===== src/rtl/control_multiply.sv =====
// control_multiply: read-side sequencer computing C = A x inv(B) for N x N matrices.
// Walks i, j and k with k innermost, and issues paired reads of MxA[i][k] and
// MxBinv[k][j]. It drives the MAC clear/accumulate strobes so they line up with
// the returning read data, then writes each finished C[i][j] into MxC.
// Optional feature macro: MXMUL_COFACTOR_SIGN_EN adds the signB output. signB is
// the checkerboard sign of the MxBinv element whose data returns in that cycle.
module control_multiply #(
  parameter int N_LOG2 = 2,
  parameter int ADDR_W = 2 * N_LOG2,
  parameter int RD_LAT = 1
) (
  input  logic              clk,
  input  logic              rst,
  input  logic              start,
  output logic              reMxA,
  output logic [ADDR_W-1:0] addrMxA,
  output logic              reMxBinv,
  output logic [ADDR_W-1:0] addrMxBinv,
  output logic              clrAcc,
  output logic              enAcc,
  output logic              weMxC,
  output logic [ADDR_W-1:0] addrMxC,
  output logic              busy,
  output logic              done
`ifdef MXMUL_COFACTOR_SIGN_EN
  ,
  output logic              signB
`endif
);

  typedef enum logic [1:0] {
    IDLE  = 2'd0,
    ISSUE = 2'd1,
    DRAIN = 2'd2,
    DONE  = 2'd3
  } state_t;

  localparam logic [N_LOG2-1:0] IDX_MAX  = {N_LOG2{1'b1}};
  localparam logic [N_LOG2-1:0] IDX_ZERO = {N_LOG2{1'b0}};

  state_t              state_r;
  state_t              state_s;
  logic [N_LOG2-1:0]   i_r;
  logic [N_LOG2-1:0]   j_r;
  logic [N_LOG2-1:0]   k_r;
  logic                rd_s;
  logic                clr_s;
  logic                wb_s;
  logic                last_s;
  logic                re_r;
  logic                busy_r;
  logic                done_r;
  logic [RD_LAT-1:0]   en_pipe_r;
  logic [RD_LAT-1:0]   clr_pipe_r;
  logic [RD_LAT:0]     we_pipe_r;
  logic [RD_LAT:0]     last_pipe_r;
  logic [2*N_LOG2-1:0] cij_pipe_r [RD_LAT+1];

`ifdef MXMUL_COFACTOR_SIGN_EN
  logic [RD_LAT-1:0]   sgn_pipe_r;

  // Checkerboard sign of an MxBinv address {row, col}: odd row+col means negative.
  function automatic logic checkerboard_sign(input logic [ADDR_W-1:0] addr);
    return addr[0] ^ addr[N_LOG2];
  endfunction
`endif

  // State register plus the registered status/read-enable outputs derived from the next state.
  always_ff @(posedge clk or posedge rst) begin
    if (rst) begin
      state_r <= IDLE;
      re_r    <= 1'b0;
      busy_r  <= 1'b0;
      done_r  <= 1'b0;
    end else begin
      state_r <= state_s;
      re_r    <= (state_s == ISSUE);
      busy_r  <= (state_s != IDLE);
      done_r  <= (state_s == DONE);
    end
  end

  // Next-state logic: start is honoured only in IDLE, so it is never queued.
  always_comb begin
    state_s = state_r;
    case (state_r)
      IDLE:    if (start) state_s = ISSUE; else state_s = IDLE;
      ISSUE:   if (last_s) state_s = DRAIN; else state_s = ISSUE;
      DRAIN:   if (last_pipe_r[RD_LAT]) state_s = DONE; else state_s = DRAIN;
      DONE:    state_s = IDLE;
      default: state_s = IDLE;
    endcase
  end

  // Issue-stage decode: which reads are going out this cycle and what they mark.
  always_comb begin
    rd_s   = (state_r == ISSUE);
    clr_s  = rd_s && (k_r == IDX_ZERO);
    wb_s   = rd_s && (k_r == IDX_MAX);
    last_s = wb_s && (i_r == IDX_MAX) && (j_r == IDX_MAX);
  end

  // Index counters: k innermost, then j, then i; they hold at the final element.
  always_ff @(posedge clk or posedge rst) begin
    if (rst) begin
      i_r <= IDX_ZERO;
      j_r <= IDX_ZERO;
      k_r <= IDX_ZERO;
    end else begin
      case (state_r)
        IDLE: begin
          if (start) begin
            i_r <= IDX_ZERO;
            j_r <= IDX_ZERO;
            k_r <= IDX_ZERO;
          end
        end
        ISSUE: begin
          if (!last_s) begin
            k_r <= k_r + N_LOG2'(1);
            if (k_r == IDX_MAX) begin
              j_r <= j_r + N_LOG2'(1);
              if (j_r == IDX_MAX) begin
                i_r <= i_r + N_LOG2'(1);
              end
            end
          end
        end
        default: begin
          i_r <= i_r;
          j_r <= j_r;
          k_r <= k_r;
        end
      endcase
    end
  end

  // Delay lines aligning MAC strobes with read data and write-back with the finished sum.
  always_ff @(posedge clk or posedge rst) begin
    if (rst) begin
      en_pipe_r   <= '0;
      clr_pipe_r  <= '0;
      we_pipe_r   <= '0;
      last_pipe_r <= '0;
      for (int n = 0; n <= RD_LAT; n++) begin
        cij_pipe_r[n] <= '0;
      end
    end else begin
      en_pipe_r[0]   <= rd_s;
      clr_pipe_r[0]  <= clr_s;
      we_pipe_r[0]   <= wb_s;
      last_pipe_r[0] <= last_s;
      cij_pipe_r[0]  <= {i_r, j_r};
      for (int n = 1; n < RD_LAT; n++) begin
        en_pipe_r[n]  <= en_pipe_r[n-1];
        clr_pipe_r[n] <= clr_pipe_r[n-1];
      end
      for (int n = 1; n <= RD_LAT; n++) begin
        we_pipe_r[n]   <= we_pipe_r[n-1];
        last_pipe_r[n] <= last_pipe_r[n-1];
        cij_pipe_r[n]  <= cij_pipe_r[n-1];
      end
    end
  end

`ifdef MXMUL_COFACTOR_SIGN_EN
  // Sign of the MxBinv element travels alongside enAcc.
  always_ff @(posedge clk or posedge rst) begin
    if (rst) begin
      sgn_pipe_r <= '0;
    end else begin
      sgn_pipe_r[0] <= rd_s && checkerboard_sign({k_r, j_r});
      for (int n = 1; n < RD_LAT; n++) begin
        sgn_pipe_r[n] <= sgn_pipe_r[n-1];
      end
    end
  end

  assign signB = sgn_pipe_r[RD_LAT-1];
`endif

  assign reMxA      = re_r;
  assign reMxBinv   = re_r;
  assign addrMxA    = {i_r, k_r};
  assign addrMxBinv = {k_r, j_r};
  assign enAcc      = en_pipe_r[RD_LAT-1];
  assign clrAcc     = clr_pipe_r[RD_LAT-1];
  assign weMxC      = we_pipe_r[RD_LAT];
  assign addrMxC    = cij_pipe_r[RD_LAT];
  assign busy       = busy_r;
  assign done       = done_r;

endmodule


===== config.mk =====
export PLATFORM = sky130hd
export DESIGN_NAME = control_multiply
export DESIGN_NICKNAME = d
export VERILOG_FILES = /design/src/rtl/control_multiply.sv
export SDC_FILE = /design/constraint.sdc
export NUM_CORES = 1
export LEC_CHECK = 0
export ABC_AREA = 1
export CORE_MARGIN = 2
export CORE_UTILIZATION = 51
export CTS_CLUSTER_DIAMETER = 40
export CTS_CLUSTER_SIZE = 16
export DETAILED_ROUTE_END_ITERATION = 7
export GPL_ROUTABILITY_DRIVEN = 0
export HOLD_SLACK_MARGIN = 0.12
export PLACE_DENSITY = 0.9
export SETUP_SLACK_MARGIN = 0.1
export SLEW_MARGIN = 20
export SYNTH_ARGS = -nofsm -noshare
export SYNTH_HDL_FRONTEND = slang
export SYNTH_SLANG_ARGS = --single-unit

===== constraint.sdc =====
create_clock -name clk -period 2.65 [get_ports clk]
set_clock_uncertainty 0.15 [all_clocks]
set_input_delay 0.265 -clock clk [delete_from_list [all_inputs] [get_ports clk]]
set_output_delay 0.265 -clock clk [all_outputs]
set_load 0.05 [all_outputs]

### Word-level counts from Yosys, hierarchy flattened

Index checks and enable logic that the tools add are counted.
Widths: inputs -> output; s select.

* flip-flop bits (word level): 25
* output and inout port bits: 19
* word-level logic and storage cells: 53

* add/sub/neg operators: 3
* equality and inequality tests: 12
* mux-type cells: 14
* reduce and logical (&&, ||, !) cells: 11

Operator list (number)
* $mux 2: 8
* $eq 2x2->1 const B: 6
* $pmux 2 s2: 3
* $pmux 2 s4: 1
* $add 2x1->2 const B: 3
* $reduce_and 5->1: 1
* $eq 2x1->1 const B: 2
* $logic_and 1x1->1: 4
* $logic_not 2->1: 2
* $ne 2x1->1 const B: 2
* $ne 2x2->1 const B: 2
* $reduce_and 4->1: 1
* $reduce_bool 2->1: 2
* $reduce_and 3->1: 1
* $mux 1: 2

### Logic depth before layout (Yosys ltp)

Gate-level depths: netlist of run 1.

* depth after elaboration: 7
* depth in mapped cells: 6

### Worst setup path before layout of run 1

Ideal clock, no wire load.

* path kind: register to register
* start: reg k_r[1]
* end: reg i_r[0]
* library setup time: 120 ps
* arrival: 1464 ps
* path slack: 917 ps
* stages on the path, launching flop included: 7
* buffers on the path: 0
* path through: dfrtp_1 ha_1 inv_1 o21ai_4 nand3_1 nand2_1 nand2_1

* cells in the longest elaborated chain, start to end: 6

Ends and longest elaborated chain
* from (decl): line 45 `logic [N_LOG2-1:0] k_r;`
* from (signal assigned): line 120 `k_r <= k_r + N_LOG2'(1);`
* from (signal assigned): line 132 `k_r <= k_r;`
* $eq 2x2->1 (*): line 99, 121
* $logic_and 1x1->1: line 99 `wb_s = rd_s && (k_r == IDX_MAX);`
* $logic_and 1x1->1 (2 in series): line 100 `last_s = wb_s && (i_r == IDX_MAX) && (j_r == IDX_MAX);`
* $ne 2x2->1 (no line)
* $reduce_and 5->1 (no line) (*)
* to (signal assigned): line 124 `i_r <= i_r + N_LOG2'(1);`
* to (signal assigned): line 130 `i_r <= i_r;`
* to (decl): line 43 `logic [N_LOG2-1:0] i_r;`

Every way passes the cells marked *; elsewhere a longest branch is shown, timed or not.
A chain may end at the register's enable or synchronous reset.

### Worst setup path after layout of run 1

* start: reg k_r[1]
* end: out addrMxA[1]

RTL lines
* to (decl): line 16 `output logic [ADDR_W-1:0] addrMxA,`

No word-level cell between the ends.

==> results of run 1 <==
## per-stage QoR
stage                 util  instance area, um^2  worst slack (ns)  instances
CTS                 0.6809                 1201            0.6339        129
detailed placement  0.6652                 1174             1.013        125
floorplan                -                984.7            0.9167         86
global route        0.6809                 1201            0.5873        129
global placement    0.6652                 1174             1.039        125
finish              0.6809                 1201            0.6494        129
## where the power goes
| group | switching [W] | internal (W) | leakage, nW |
|---|---|---|---|
| Clock | 0.000111 | 0.0000566 | 0.0177 |
| Combinational | 0.00000765 | 0.00000275 | 0.285 |
| Sequential | 0 | 0.000381 | 0.253 |
## layer usage
| layer | GRT usage | part of all wire | routed length [um] | up-vias |
|---|---|---|---|---|
| met3 | 0.02264 | 0.040 | 60 | 5 |
| met5 | 0 | 0 | 0 | - |
| met1 | 0.2208 | 0.44 | 668 | 290 |
| met4 | 0.09730 | 0.025 | 38 | 0 |
| li1 | - | - | - | 299 |
| met2 | 0.2667 | 0.49 | 740 | 17 |
## flip-flops by register name, indices dropped and copies added (netlist names), 2 cells and up
| signal | cells |
|---|---|
| addrMxC | 4 |
| cij_pipe_r | 4 |
| i_r | 2 |
| j_r | 2 |
| k_r | 2 |
| last_pipe_r | 2 |
| state_r | 2 |
| we_pipe_r | 2 |
## worst max-delay path by stage
| stage | cells after the start | from | slack (ns) | end |
|---|---|---|---|---|
| after floorplan | 6 | k_r[1]$_DFFE_PP0P_ | 0.92 | i_r[0]$_DFFE_PP0P_ |
| after global placement | 1 | i_r[0]$_DFFE_PP0P_ | 1.04 | addrMxA[2] |
| after detailed placement | 1 | k_r[0]$_DFFE_PP0P_ | 1.01 | addrMxBinv[2] |
| after CTS | 1 | i_r[0]$_DFFE_PP0P_ | 0.63 | addrMxA[2] |
| after global routing | 1 | k_r[0]$_DFFE_PP0P_ | 0.59 | addrMxA[0] |
| final | 1 | k_r[1]$_DFFE_PP0P_ | 0.65 | addrMxA[1] |
## layout by cell type, fill, tap and decap left out
cell	Yosys	final
dfrtp_1	25	25
clkdlybuf4s50_1	0	21
nand2_1	13	13
inv_1	12	12
nor2_1	6	6
nand3_1	4	4
ha_1	4	4
o21ai_0	3	3
nand4_1	3	3
clkbuf_4	0	3
nor2_4	1	1
inv_2	1	1
nand3b_4	1	1
o21ai_2	1	1
nand2_2	1	1
o211ai_1	1	1
o21ai_4	1	1
a21oi_1	1	1
nand3b_1	1	1
clkinv_2	0	1
## kinds of logic (layout without fill, tap and decap cells)
logic type      count (synthesis)  count (layout)  share of synthesized area
flops                          25              25                     0.6353
fa+ha+maj                       4               4                    0.05083
buf+inv                        20              38                     0.1029
simple gates                   30              30                     0.1576
compound gates                  7               7                    0.05337
## layout make-up
class | instances | area (um^2)
Tap cell | 25 | 31.28
Fill cell | 151 | 563.0
Clock inverter | 1 | 5.005
Timing Repair Buffer | 21 | 210.2
Inverter | 13 | 48.80
Clock buffer | 3 | 22.52
Multi-Input combinational cell | 41 | 257.7
Sequential cell | 25 | 625.6
==> metrics.md, run 1 <==
| Metric | Value |
|---|---|
| Crit start category | `flip-flop` |
| Worst path required time | `2.24 ns` |
| I/O pin total | `22` |
| Leak | `0.5555 nW` |
| Hold Path End | `addrMxC[0]$_DFF_PP0_` |
| Max-cap violation count | `0` |
| Ant. Diodes | `0` |
| Total power | `0.0005598 W` |
| HP Class | `reg -> reg` |
| Actual slew at the worst max-slew pin | `0.9074 ns` |
| WHS | `0.2121 ns` |
| # setup viols final | `0` |
| Slowest stage delay, CP | `0.83 ns` |
| Antenna violations before repair | `0` |
| Hold buffers post-CTS | `0` |
| Synthesized flop and latch total | `25` |
| Synthesized Nets | `93` |
| WL/cell | `11.69 um` |
| Fmax | `0.4999 GHz` |
| Post-synth EDFFs | `0` |
| DRT iter0 DRCs | `8` |
| Most numerous cell in the Yosys netlist | `dfrtp_1` |
| R2R Setup Slk | `1.11 ns` |
| Die W | `47.94 um` |
| Worst skew pair latency | `0.32 ns` |
| Vias post-DR | `611` |
| Hold_sp | `cij_pipe_r[4]$_DFF_PP0_` |
| Post-CTS Setup Bufs | `0` |
| CTS Root Buffer Type | `clkbuf_4` |
| WP buf/inv | `1` |
| Clock period minus worst slack | `2.001 ns` |
| WHS Path Cells | `0` |
| Capturing point of the worst reg2reg path | `i_r[1]$_DFFE_PP0P_` |
| CTS Buffer Depth | `2` |
| Crit Path Class | `reg -> out` |
| Sink Count | `25` |
| First-pass GRT wire length | `2566 um` |
| Peak VDD IR | `0.4329 mV` |
| R2R cell count | `6` |
| Largest cells by area after synthesis | `dfrtp_1 64%, buf_4 5.3%, ha_1 5.1%, nand2_1 5.0%, inv_1 4.6%` |
| Synth top area share | `0.6353` |
| Routed WL | `1508 um` |
| Warning count from the yosys run | `0` |
| DR DRC count | `0` |
| Post-Synthesis Cells | `86` |
| Pwr dens | `466.1 nW/um^2` |
| H-tree levels | `1` |
| Status | `completed` |
| Sequential area share after synthesis | `0.6353` |
| Die area | `2298 um^2` |
| Port buffer count | `21` |
| Critical path capture point type | `output pin` |
| Total Neg Setup Slack | `0 ns` |
| CTS resizes | `0` |
| Vias in the first global route | `565` |
| Maximum fanout along the worst path | `5` |
| Most common library cells after synthesis | `25 x dfrtp_1, 13 x nand2_1, 12 x inv_1, 7 x buf_4, 6 x nor2_1` |
| Post-DP HPWL | `1094 um` |
| Max Slew Vio Count | `0` |
| CORE AREA | `1764 um^2` |
| CTS Buf Count | `3` |
| Total congestion overflow | `0` |
| RR Startpoint | `k_r[1]$_DFFE_PP0P_` |
| Via/cell ratio | `4.736` |
| Area growth syn-to-layout | `21.98%` |
| Layout Nets | `112` |
| Worst slew margin | `0.3944` |
| Area leader, netlist | `dfrtp_1` |
| Largest net degree at the start of global routing | `26` |
| Post-route ant nets | `0` |
| Critical path, cell by cell | `clkdlybuf4s50_1` |
| Die extent in y | `47.94 um` |
| Syn Area/Cell | `11.45 um^2` |
| Top delay family on crit path | `buffers and inverters` |
| Post-synthesis async set-or-reset flop share | `1.000` |
| CP max stage cell | `clkdlybuf4s50_1` |
| 1st-pass router iterations | `4` |
| Cell variety after synth | `18` |
| Final worst-path cycle share | `0.7549` |
| Initial core utilization | `0.5582` |
| CTS clk-pin slew, worst paths | `0.13 ns` |
| CTS tree | `done` |
| Post-Syn Area | `984.7 um^2` |
| WP data arrival | `1.59 ns` |
| Row cnt | `15` |
| RSZ-0062 raised after global routing | `false` |
| Primary FF master, synth | `dfrtp_1` |
| Tot GR Track Use | `0.1680` |
| Layout cells sized above 1 | `0.09615` |
| Final hold violations | `0` |
No activity file was read; power rests on OpenSTA's default activity.
==> run 2: changes to the inputs <==
--- a/config.mk
+++ b/config.mk
@@ -7,13 +7,13 @@
 export LEC_CHECK = 0
 export ABC_AREA = 1
 export CORE_MARGIN = 2
-export CORE_UTILIZATION = 51
+export CORE_UTILIZATION = 48
 export CTS_CLUSTER_DIAMETER = 40
 export CTS_CLUSTER_SIZE = 16
 export DETAILED_ROUTE_END_ITERATION = 7
 export GPL_ROUTABILITY_DRIVEN = 0
 export HOLD_SLACK_MARGIN = 0.12
-export PLACE_DENSITY = 0.9
+export PLACE_DENSITY = 0.86
 export SETUP_SLACK_MARGIN = 0.1
 export SLEW_MARGIN = 20
 export SYNTH_ARGS = -nofsm -noshare
==> constraint.sdc (replaced) <==
create_clock -name clk -period 2.1 [get_ports clk]
set_clock_uncertainty 0.15 [all_clocks]
set_input_delay 0.21 -clock clk [delete_from_list [all_inputs] [get_ports clk]]
set_output_delay 0.21 -clock clk [all_outputs]
set_load 0.05 [all_outputs]
==> metrics.md, run 2 (synthesis results as in run 1) <==
| Metric | Value |
|---|---|
| Int Pwr | `0.0005610 W (was 0.0004408 W)` |
| Top delay family on crit path | `buffers and inverters (unchanged)` |
| CTS clk-pin slew, worst paths | `0.12 ns (was 0.13 ns)` |
| Initial core utilization | `0.5071 (was 0.5582)` |
| RSZ-0062 raised after global routing | `false (unchanged)` |
| Reg area | `625.6 um^2 (unchanged)` |
| Multi-input gate area | `257.7 um^2 (unchanged)` |
| Psw | `0.0001320 W (was 0.0001190 W)` |
| WL/cell | `10.65 um (was 11.69 um)` |
| Commonest non-fill, non-tap cell in the layout | `dfrtp_1 (unchanged)` |
| Total congestion overflow | `0 (unchanged)` |
| Row cnt | `16 (was 15)` |
| Layout Nets | `114 (was 112)` |
| Critical path, cell by cell | `clkdlybuf4s50_1 (unchanged)` |
| # setup viols final | `0 (unchanged)` |
| Post-DP HPWL | `1072 um (was 1094 um)` |
| Total power | `0.0006931 W (was 0.0005598 W)` |
| Post-CTS Setup Bufs | `0 (unchanged)` |
| Total Neg Setup Slack | `0 ns (unchanged)` |
| I/O pin total | `22 (unchanged)` |
| CTS Root Buffer Type | `clkbuf_4 (unchanged)` |
| Sink Count | `25 (unchanged)` |
| DR DRC count | `0 (unchanged)` |
| Tot GR Track Use | `0.1419 (was 0.1680)` |
| CTS tree | `done (unchanged)` |
| Area growth syn-to-layout | `23.89% (was 21.98%)` |
| FILL cells | `166 (was 151)` |
| 1st-pass router iterations | `4 (unchanged)` |
| Sw Share | `0.1905 (was 0.2125)` |
| CORE AREA | `1942 um^2 (was 1764 um^2)` |
| Clock group share of total power | `0.283 (was 0.300)` |
| Max Slew Vio Count | `0 (unchanged)` |
| Leak | `0.5618 nW (was 0.5555 nW)` |
| Worst slew margin | `0.6572 (was 0.3944)` |
| Worst path required time | `1.74 ns (was 2.24 ns)` |
| CTS Buffer Depth | `2 (unchanged)` |
| Combinational power share | `0.023 (was 0.019)` |
| Critical path capture point type | `output pin (unchanged)` |
| Maximum fanout along the worst path | `5 (unchanged)` |
| Vias post-DR | `604 (was 611)` |
| Pwr dens | `568.1 nW/um^2 (was 466.1 nW/um^2)` |
| Clock period minus worst slack | `1.918 ns` |
| Layout Utilization | `0.6282 (was 0.6809)` |
| Max-cap violation count | `0 (unchanged)` |
| Final worst-path cycle share | `0.9133` |
| Fmax | `0.5214 GHz` |
| Ant. Diodes | `0 (unchanged)` |
| HP Class | `reg -> reg (unchanged)` |
| Largest net degree at the start of global routing | `26 (unchanged)` |
| WHS | `0.2113 ns (was 0.2121 ns)` |
| Hold buffers post-CTS | `1 (was 0)` |
| Status | `completed (unchanged)` |
| Worst skew pair latency | `0.30 ns (was 0.32 ns)` |
| Via/cell ratio | `4.541 (was 4.736)` |
| Die extent in y | `49.29 um (was 47.94 um)` |
| WP buf/inv | `1 (unchanged)` |
| CTS resizes | `0 (unchanged)` |
| Layout cells sized above 1 | `0.09434 (was 0.09615)` |
| CTS Buf Count | `3 (unchanged)` |
| DRT iter0 DRCs | `1 (was 8)` |
| Antenna violations before repair | `0 (unchanged)` |
| Peak VDD IR | `0.3809 mV (was 0.4329 mV)` |
| Die W | `49.29 um (was 47.94 um)` |
| R2R cell count | `6 (unchanged)` |
| Actual slew at the worst max-slew pin | `0.5125 ns (was 0.9074 ns)` |
| Final hold violations | `0 (unchanged)` |
| H-tree levels | `1 (unchanged)` |
| CP Depth | `1 (unchanged)` |
| Most frequent cells in the layout | `25 x dfrtp_1, 21 x clkdlybuf4s50_1, 13 x nand2_1 (unchanged)` |
| First-pass GRT wire length | `2615 um (was 2566 um)` |
| Reg power frac | `0.694 (was 0.681)` |
| Crit start category | `flip-flop (unchanged)` |
| Routed WL | `1416 um (was 1508 um)` |
| Slowest stage delay, CP | `0.83 ns (about the same)` |
| Post-route ant nets | `0 (unchanged)` |
| Vias in the first global route | `588 (was 565)` |
| WP data arrival | `1.56 ns (was 1.59 ns)` |
| CP max stage cell | `clkdlybuf4s50_1 (unchanged)` |
| WHS Path Cells | `0 (unchanged)` |
| Port buffer count | `21 (unchanged)` |
| Die area | `2430 um^2 (was 2298 um^2)` |
| Crit Path Class | `reg -> out (unchanged)` |
==> run 2: cell count changes in the layout (fill, tap and decap cells not counted), sizes merged <==
| cell | delta |
|---|---|
| dlygate4sd3 | +1 |
| clkinv | -1 |
| clkbuf | +1 |
| buf | +1 |
==> run 2: path summary, 6_finish.rpt <==
path                                               from                    to  slack, ns
worst max-delay path                 i_r[0]$_DFFE_PP0P_            addrMxA[2]       0.18
worst min-delay path            cij_pipe_r[4]$_DFF_PP0_  addrMxC[0]$_DFF_PP0_       0.21
worst max register to register       k_r[1]$_DFFE_PP0P_    i_r[0]$_DFFE_PP0P_       0.62
worst min register to register  cij_pipe_r[4]$_DFF_PP0_  addrMxC[0]$_DFF_PP0_       0.21
max in group asynchronous                           rst  addrMxC[2]$_DFF_PP0_       0.91
min in group asynchronous                           rst      clrAcc$_DFF_PP0_       0.66
==> run 2: metal layers <==
layer,vias up,global-route usage,routed length [um]
met5,-,0,0
met4,0,0.05714,23
met3,2,0.02761,60
met2,14,0.2342,730
met1,284,0.1831,602
li1,304,-,-
==> run 2: stage by stage <==
| step | cells | setup slack [ns] | area [um^2] |
|---|---|---|---|
| finish | 133 | 0.1821 | 1220 |
| CTS | 133 | 0.1681 | 1220 |
| global placement | 128 | 0.5404 | 1184 |
| global route | 133 | 0.1127 | 1220 |
| detailed placement | 128 | 0.5258 | 1184 |
| floorplan | 86 | 0.3667 | 984.7 |
==> run 2: final cells by class <==
class | count | share of cell area
timing repair buffer | 23 | 0.1867
inverter | 13 | 0.04000
sequential | 25 | 0.5128
tap | 27 | 0.02769
multi-input combinational | 41 | 0.2113
clock buffer | 4 | 0.02154
==> run 2: power groups by stage <==
stage	clock network (W)	logic (W)	registers [W]
after floorplan	0	0.00000789	0.000491
after global placement	0	0.0000151	0.000490
after detailed placement	0	0.0000151	0.000490
after CTS	0.000204	0.0000166	0.000481
after global routing	0.000226	0.0000195	0.000481
final	0.000196	0.0000158	0.000481
==> run 3: changes to the inputs <==
--- a/config.mk
+++ b/config.mk
@@ -6,7 +6,6 @@
 export NUM_CORES = 1
 export LEC_CHECK = 0
 export ABC_AREA = 1
-export CORE_MARGIN = 2
 export CORE_UTILIZATION = 48
 export CTS_CLUSTER_DIAMETER = 40
 export CTS_CLUSTER_SIZE = 16
==> metrics.md, run 3 (synthesis results as in run 1) <==
| Metric | Value |
|---|---|
| Status | `completed (unchanged)` |
| Critical path, cell by cell | `clkdlybuf4s50_1 (unchanged)` |
| Fmax | `0.5160 GHz (was 0.5214 GHz)` |
| Top delay family on crit path | `buffers and inverters (unchanged)` |
| Post-DP HPWL | `1101 um (was 1072 um)` |
| CORE AREA | `1942 um^2 (unchanged)` |
| Worst Setup SP | `k_r[0]$_DFFE_PP0P_ (was i_r[0]$_DFFE_PP0P_)` |
| Ant. Diodes | `0 (unchanged)` |
| Max Slew Vio Count | `0 (unchanged)` |
| H-tree levels | `1 (unchanged)` |
| Slowest stage delay, CP | `0.84 ns (was 0.83 ns)` |
| Post-route ant nets | `0 (unchanged)` |
| WL/cell | `11.31 um (was 10.65 um)` |
| Commonest non-fill, non-tap cell in the layout | `dfrtp_1 (unchanged)` |
| Worst skew pair latency | `0.31 ns (was 0.30 ns)` |
| Vias post-DR | `619 (was 604)` |
| # setup viols final | `0 (unchanged)` |
| CTS clk-pin slew, worst paths | `0.13 ns (was 0.12 ns)` |
| Die extent in y | `47.29 um (was 49.29 um)` |
| Port buffer count | `21 (unchanged)` |
| Final worst-path cycle share | `0.9228 (was 0.9133)` |
| Routed WL | `1504 um (was 1416 um)` |
| Total Neg Setup Slack | `0 ns (unchanged)` |
| Die area | `2236 um^2 (was 2430 um^2)` |
| R2R cell count | `6 (unchanged)` |
| Leak | `0.5618 nW (unchanged)` |
| Worst slew margin | `0.6606 (was 0.6572)` |
| Layout cells sized above 1 | `0.09434 (unchanged)` |
| Row cnt | `16 (unchanged)` |
| FILL cells | `156 (was 166)` |
| CP Depth | `1 (unchanged)` |
| Initial core utilization | `0.5071 (unchanged)` |
| DR DRC count | `0 (unchanged)` |
| CP max stage cell | `clkdlybuf4s50_1 (unchanged)` |
| CTS Root Buffer Type | `clkbuf_4 (unchanged)` |
| Pwr dens | `577.3 nW/um^2 (was 568.1 nW/um^2)` |
| Max-cap violation count | `0 (unchanged)` |
| Via/cell ratio | `4.654 (was 4.541)` |
| RSZ-0062 raised after global routing | `false (unchanged)` |
| Hold_sp | `we_pipe_r[0]$_DFF_PP0_ (was cij_pipe_r[4]$_DFF_PP0_)` |
| Crit start category | `flip-flop (unchanged)` |
| R2R Setup Slk | `0.58 ns (was 0.62 ns)` |
| Sink Count | `25 (unchanged)` |
| Clock period minus worst slack | `1.938 ns (was 1.918 ns)` |
| Critical path capture point type | `output pin (unchanged)` |
| Area growth syn-to-layout | `23.89% (unchanged)` |
| Worst path required time | `1.74 ns (about the same)` |
| RR Startpoint | `k_r[0]$_DFFE_PP0P_ (was k_r[1]$_DFFE_PP0P_)` |
| Tot GR Track Use | `0.1566 (was 0.1419)` |
| HP Class | `reg -> reg (unchanged)` |
| I/O pin total | `22 (unchanged)` |
| Final hold violations | `0 (unchanged)` |
| Largest net degree at the start of global routing | `26 (unchanged)` |
| Antenna violations before repair | `0 (unchanged)` |
| WHS Path Cells | `0 (unchanged)` |
| Hold Path End | `we_pipe_r[1]$_DFF_PP0_ (was addrMxC[0]$_DFF_PP0_)` |
| Actual slew at the worst max-slew pin | `0.5075 ns (was 0.5125 ns)` |
| Peak VDD IR | `0.3616 mV (was 0.3809 mV)` |
| Vias in the first global route | `535 (was 588)` |
| 1st-pass router iterations | `4 (unchanged)` |
| First-pass GRT wire length | `2352 um (was 2615 um)` |
| Layout Nets | `114 (unchanged)` |
| CTS Buffer Depth | `2 (unchanged)` |
| Total power | `0.0007042 W (was 0.0006931 W)` |
| Capturing point of the worst reg2reg path | `i_r[0]$_DFFE_PP0P_ (unchanged)` |
| Crit Path Class | `reg -> out (unchanged)` |
| CTS tree | `done (unchanged)` |
| WP data arrival | `1.58 ns (was 1.56 ns)` |
| DRT iter0 DRCs | `11 (was 1)` |
| Maximum fanout along the worst path | `5 (unchanged)` |
| WP buf/inv | `1 (unchanged)` |
| CTS Buf Count | `3 (unchanged)` |
| Total congestion overflow | `0 (unchanged)` |
| Most frequent cells in the layout | `25 x dfrtp_1, 21 x clkdlybuf4s50_1, 13 x nand2_1 (unchanged)` |
| Die W | `47.29 um (was 49.29 um)` |
==> run 3: where the power goes <==
group	leakage, nW	switching [W]	internal, W
sequential	0.253	0	0.000481
combinational	0.294	0.0000103	0.00000595
clock	0.0150	0.000133	0.0000741
==> run 3: layout make-up <==
| type | instances | area, um^2 | area share |
|---|---|---|---|
| inverters | 13 | 48.80 | 0.04000 |
| well taps | 27 | 33.78 | 0.02769 |
| repair buffers | 23 | 227.7 | 0.1867 |
| clock buffers | 4 | 26.28 | 0.02154 |
| flip-flops and latches | 25 | 625.6 | 0.5128 |
| multi-input cells | 41 | 257.7 | 0.2113 |
==> run 3: metal layers <==
metal | GRT usage | part of all wire
met5 | 0 | 0
met4 | 0.08571 | 0.013
met3 | 0.02308 | 0.049
met2 | 0.2356 | 0.50
met1 | 0.2180 | 0.43
==> run 3: worst max path at each step <==
| stage | to |
|---|---|
| 2_1_floorplan | i_r[0]$_DFFE_PP0P_ |
| 3_3_place_gp | addrMxBinv[0] |
| 3_5_place_dp | addrMxBinv[0] |
| 4_1_cts | addrMxA[0] |
| 5_1_grt | addrMxBinv[0] |
| 6_report | addrMxA[0] |
==> run 3: repair_timing <==
| action | CTS | global route |
|---|---|---|
| setup buffers | 0 | 0 |
| resized for setup | 0 | 0 |
| hold buffers | 1 | 0 |
| endpoints found under the hold margin | 25 | 0 |
==> run 3: per-stage QoR <==
| step | utilization | hold slack [ns] | std cells | instance area [um^2] | setup slack (ns) |
|---|---|---|---|---|---|
| global placement | 0.6095 | 0.1820 | 128 | 1184 | 0.5413 |
| finish | 0.6282 | 0.2123 | 133 | 1220 | 0.1620 |
| global route | 0.6282 | 0.2229 | 133 | 1220 | 0.1083 |
| detailed placement | 0.6095 | 0.1864 | 128 | 1184 | 0.5083 |
| CTS | 0.6282 | 0.2151 | 133 | 1220 | 0.1520 |
| floorplan | - | 0.08732 | 86 | 984.7 | 0.3667 |
